[config.mk]
export PLATFORM = sky130hd
export DESIGN_NAME = writeback_arbiter
export DESIGN_NICKNAME = d
export VERILOG_FILES = /design/src/rtl/writeback_arbiter.sv
export SDC_FILE = /design/constraint.sdc
export NUM_CORES = 1
export LEC_CHECK = 0
export ABC_AREA = 1
export ABC_CLOCK_PERIOD_IN_PS = 2500
export BUFFER_PORTS_ARGS = -buffer_cell sky130_fd_sc_hd__buf_2
export CAP_MARGIN = 10
export CORE_ASPECT_RATIO = 0.5
export CORE_MARGIN = 2
export CORE_UTILIZATION = 25
export CTS_CLUSTER_DIAMETER = 50
export DETAILED_ROUTE_END_ITERATION = 6
export PLACE_DENSITY = 0.5
export SLEW_MARGIN = 20
export SYNTH_ARGS = -nofsm -noshare
export SYNTH_HDL_FRONTEND = slang
export SYNTH_SLANG_ARGS = --single-unit
[constraint.sdc]
create_clock -name clk -period 2.5 [get_ports clk]
set_input_delay 0.25 -clock clk [delete_from_list [all_inputs] [get_ports clk]]
set_output_delay 0.25 -clock clk [all_outputs]
set_load 0.01 [all_outputs]
[src/rtl/writeback_arbiter.sv]
// Merges execute results and buffered load returns into one register-file write port,
// tracks pending loads for issue stalls. Optional `WRITEBACK_BYPASS_EN` lets a return skip the FIFO.
module writeback_arbiter #(
  parameter int unsigned DATABITWIDTH    = 16,
  parameter int unsigned REGISTERCOUNT   = 16,
  parameter int unsigned REGADDRBITWIDTH = 4,
  parameter int unsigned LOADQDEPTH      = 4
) (
  input  logic                       clk,
  input  logic                       sync_rst_n,
  input  logic                       clk_en,
  input  logic                       ExecWriteEn,
  input  logic [REGADDRBITWIDTH-1:0] ExecRegAddr,
  input  logic [DATABITWIDTH-1:0]    ExecData,
  input  logic                       LoadIssueEn,
  input  logic [REGADDRBITWIDTH-1:0] LoadIssueAddr,
  input  logic                       LoadRetValid,
  output logic                       LoadRetReady,
  input  logic [REGADDRBITWIDTH-1:0] LoadRetRegAddr,
  input  logic [DATABITWIDTH-1:0]    LoadRetData,
  input  logic                       RegAReadEn,
  input  logic                       RegBReadEn,
  input  logic [REGADDRBITWIDTH-1:0] RegAAddr,
  input  logic [REGADDRBITWIDTH-1:0] RegBAddr,
  output logic                       StallA,
  output logic                       StallB,
  output logic                       Forward1Valid,
  output logic [REGADDRBITWIDTH-1:0] Forward1RegAddr,
  output logic [DATABITWIDTH-1:0]    Forward1Data
);

  localparam int unsigned PtrW = $clog2(LOADQDEPTH);
  localparam int unsigned CntW = PtrW + 1;
  localparam logic [CntW-1:0] FullCount = CntW'(LOADQDEPTH);

  logic [REGADDRBITWIDTH-1:0] qAddr [LOADQDEPTH];
  logic [DATABITWIDTH-1:0]    qData [LOADQDEPTH];
  logic [PtrW-1:0]            rdPtr, wrPtr;
  logic [CntW-1:0]            count;
  logic [REGISTERCOUNT-1:0]   pending, pendingNext;

  logic                       qEmpty, retFire, bypassTake, push, pop;
  logic                       wbValid, wbFromLoad;
  logic [REGADDRBITWIDTH-1:0] wbAddr;
  logic [DATABITWIDTH-1:0]    wbData;

  assign LoadRetReady = clk_en && (count != FullCount);
  assign StallA       = RegAReadEn && pending[RegAAddr];
  assign StallB       = RegBReadEn && pending[RegBAddr];

  always_comb begin
    qEmpty  = (count == '0);
    retFire = LoadRetValid && LoadRetReady;
`ifdef WRITEBACK_BYPASS_EN
    bypassTake = retFire && qEmpty && !ExecWriteEn;
`else
    bypassTake = 1'b0;
`endif
    push = retFire && !bypassTake;
    pop  = clk_en && !ExecWriteEn && !qEmpty;

    // Address/data hold when nothing wins; only the valid bit drops.
    wbValid    = 1'b0;
    wbFromLoad = 1'b0;
    wbAddr     = Forward1RegAddr;
    wbData     = Forward1Data;
    if (ExecWriteEn) begin
      wbValid = 1'b1;
      wbAddr  = ExecRegAddr;
      wbData  = ExecData;
    end else if (!qEmpty) begin
      wbValid    = 1'b1;
      wbFromLoad = 1'b1;
      wbAddr     = qAddr[rdPtr];
      wbData     = qData[rdPtr];
    end else if (bypassTake) begin
      wbValid    = 1'b1;
      wbFromLoad = 1'b1;
      wbAddr     = LoadRetRegAddr;
      wbData     = LoadRetData;
    end

    // Clear before set so a same-cycle re-issue keeps the register pending.
    pendingNext = pending;
    if (wbFromLoad) pendingNext[wbAddr] = 1'b0;
    if (LoadIssueEn) pendingNext[LoadIssueAddr] = 1'b1;
  end

  always_ff @(posedge clk) begin
    if (!sync_rst_n) begin
      Forward1Valid   <= 1'b0;
      Forward1RegAddr <= '0;
      Forward1Data    <= '0;
      rdPtr           <= '0;
      wrPtr           <= '0;
      count           <= '0;
      pending         <= '0;
    end else if (clk_en) begin
      Forward1Valid   <= wbValid;
      Forward1RegAddr <= wbAddr;
      Forward1Data    <= wbData;
      pending         <= pendingNext;
      if (push) wrPtr <= wrPtr + 1'b1;
      if (pop)  rdPtr <= rdPtr + 1'b1;
      count <= count + CntW'(push) - CntW'(pop);
    end
  end

  // Storage needs no reset; the count alone defines which entries are live.
  always_ff @(posedge clk) begin
    if (push) begin
      qAddr[wrPtr] <= LoadRetRegAddr;
      qData[wrPtr] <= LoadRetData;
    end
  end

endmodule

==> impl_metrics.json <==
{
  "status": "finished clean",
  "fp.dieH_um": 109,
  "wirelength_um": 14000,
  "synth_common_cells": "nand2_1, edfxtp_1, o21ai_0",
  "yosysTopAreaCell": "edfxtp_1",
  "hpwl_um": 9430,
  "worstHoldPathType": "in -> reg",
  "ys_seq_elements": 126,
  "tns_ns": 0,
  "core_region_area_mm2": 0.0217,
  "area_growth_pct": 25.5,
  "ctsHtreeMaxLevel": 4,
  "cts_resized": 0,
  "hold_viol_final": 0,
  "fin_crit_sh_pct": 88.1,
  "rr_worst_depth": 12,
  "total_power_uw": 5530,
  "seq_area_frac_synth_pct": 59.9,
  "ff2ff_setup_slack_ns": 0.30,
  "cts_setup_buffers": 0,
  "async_flop_share_pct": 0,
  "wl_per_cell_um": 14.1,
  "power_density_mw_per_mm2": 794,
  "grt_pass1_wl_um": 21800,
  "syn_nets": 651,
  "r2r_start": "count[1]$_SDFFE_PN0P_",
  "fmax_mhz": 454,
  "worst_pin_slew_ns": 0.547,
  "power.leakage_uw": 0.00274,
  "synth.area.mux_share_pct": 0,
  "synthAdderAreaFrac_pct": 1.71,
  "hold_end": "qData[0][9]$_DFFE_PP_",
  "min_from": "LoadRetData[9]",
  "yosysTopAreaCellShare_pct": 43.3,
  "vias": 4370,
  "synth_top_family_by_area": "compound AO/OA/AOI/OAI gates",
  "drc_errors": 0,
  "place.gp.congestion": 0.812,
  "synth_area_mm2": 0.00555,
  "path_class": "reg -> reg",
  "skew_ns": 0.00741,
  "slew_headroom_pct": 63.3,
  "cts.sinks": 126,
  "placed_cells": 956,
  "start_kind": "flip-flop",
  "ys_warn_count": 0,
  "fin_ws_ns": 0.298,
  "synthFlopType": "edfxtp_1",
  "whs_path_depth": 1,
  "syn_area_per_cell_um2": 9.50,
  "synth_compound_area_share_pct": 18.0,
  "synth_simple_gate_area_share_pct": 13.9,
  "grt_use_total_pct": 12.2,
  "clockBufferDepth": 2,
  "synth_edf_count": 80,
  "end_kind": "flip-flop",
  "reg2reg_to": "count[2]$_SDFFE_PN0P_",
  "design.die.area_mm2": 0.0235,
  "grt_pass1_vias": 4080,
  "maxSlewViolCount": 0,
  "gr-total-overflow": 0,
  "ios": 84,
  "path_max_fanout": 7,
  "cp.required_ns": 2.79,
  "cts_tree": "built",
  "drtPass1Iterations": 5,
  "final_core_util_pct": 32.0,
  "clk_pin_slew_worst_paths_ns": 0.06,
  "drtAntennaViolNets": 0,
  "std_cell_rows": 38,
  "instances_no_fill": 988,
  "ys_types": 31,
  "io_buffers": 83,
  "min_period_ns": 2.20,
  "grt_max_degree": 28,
  "n_antenna_cell": 0,
  "synthXorXnorAreaFrac_pct": 0,
  "yosys-top-cells-area": "edfxtp_1, dfxtp_1, o21ai_0, a21oi_1, nand2_1",
  "synth_cells": 584,
  "setup-violations-final": 0,
  "cts_root_buf": "clkbuf_16",
  "drive_gt1_share_pct": 22.2,
  "die_x_um": 215,
  "antenna_found_initial": 0,
  "synth.most_common_cell": "nand2_1",
  "ir_worst_vdd_uv": 419,
  "layout.nets": 742,
  "cts_hold_buf": 0,
  "start_util_pct": 25.5,
  "insertion_delay_ns": 0.41,
  "drt_iter0_drc": 183,
  "pre_cts_ws_ns": 0.302,
  "via_per_inst": 4.42,
  "drv_cap": 0,
  "critical_path_arrival_ns": 2.49,
  "rsz0062_at_grt": "no",
  "cts_buffers": 17
}
-- routing by layer --
| layer | global-route usage [%] | share of wire, % | vias up | wire length, um |
|---|---|---|---|---|
| met5 | 0 | 0 | - | 0 |
| li1 | - | - | 2200 | - |
| met2 | 20.8 | 48 | 78 | 6710 |
| met3 | 3.24 | 4.7 | 5 | 657 |
| met1 | 15.1 | 47 | 2087 | 6520 |
| met4 | 4.12 | 0.67 | 0 | 93 |
-- power by group --
| part | switching (uW) | internal, uW | leakage (uW) |
|---|---|---|---|
| registers | 38.0 | 2300 | 0.00110 |
| clock network | 949 | 1690 | 0.000308 |
| logic | 366 | 190 | 0.00133 |
-- area by class of cell --
class / instances / area (um^2)
fill: 2259 / 14800
sequential: 126 / 3320
multi-input combinational: 371 / 1870
timing repair buffer: 98 / 528
clock buffer: 18 / 429
tap: 300 / 375
inverter: 61 / 229
clock inverter: 14 / 205
-- state kept, by name, summed over array words and instances (netlist names), named ones only --
register	cells
Forward1Data	16
Forward1RegAddr	4
Forward1Valid	1
count	3
pending	16
qAddr	16
qData	64
rdPtr	2
wrPtr	2
-- critical path: stages (launching register included) --
cell,delay [ns]
dfxtp_1,0.33
nor2_4,0.20
nand2_1,0.07
inv_1,0.11
nor3_4,0.05
ha_1,0.27
inv_1,0.03
ha_1,0.19
fa_1,0.38
a21oi_1,0.14
o21ai_0,0.11
o21ai_0,0.16
a21oi_1,0.05
-- cell families (layout without fill, tap and decap cells) --
logic type      count (synthesis)  after routing
buf+inv                        87            191
fa+ha+maj                       7              7
compound gates                186            186
flops                         126            126
simple gates                  178            178
-- worst max path at each step --
stage,cells after the start,end,slack [ns],startpoint
2_1_floorplan,11,count[2]$_SDFFE_PN0P_,0.18,count[0]$_SDFFE_PN0P_
3_3_place_gp,12,count[2]$_SDFFE_PN0P_,0.32,count[1]$_SDFFE_PN0P_
3_5_place_dp,12,count[2]$_SDFFE_PN0P_,0.30,count[1]$_SDFFE_PN0P_
4_1_cts,12,count[2]$_SDFFE_PN0P_,0.30,count[1]$_SDFFE_PN0P_
5_1_grt,11,count[2]$_SDFFE_PN0P_,0.1,count[0]$_SDFFE_PN0P_
6_report,12,count[2]$_SDFFE_PN0P_,0.30,count[1]$_SDFFE_PN0P_
-- stage by stage --
step	hold WS, ns	area, um^2
after floorplan	0.349	5550
after global placement	0.444	6330
after detailed placement	0.464	6330
after CTS	0.0395	6960
after global routing	0.0393	6960
final	0.0579	6960
-- cells in the final DEF (no fill, tap or decap), types with 2 or more instances in the layout --
cell,instances
nand2_1,89
buf_2,83
edfxtp_1,80
o21ai_0,74
a21oi_1,73
inv_1,54
dfxtp_1,46
nor2_1,45
nand3_1,20
clkbuf_16,17
o22ai_1,16
buf_4,15
o211ai_1,8
o21ai_1,8
nand2_2,7
ha_1,6
inv_2,5
nor2_2,5
nor3_1,4
inv_6,4
bufinv_16,4
nand4_1,3
o21bai_1,3
clkinv_4,3
nor2_4,2
a21boi_0,2
clkinv_1,2
(Power assumes the default switching activity.)
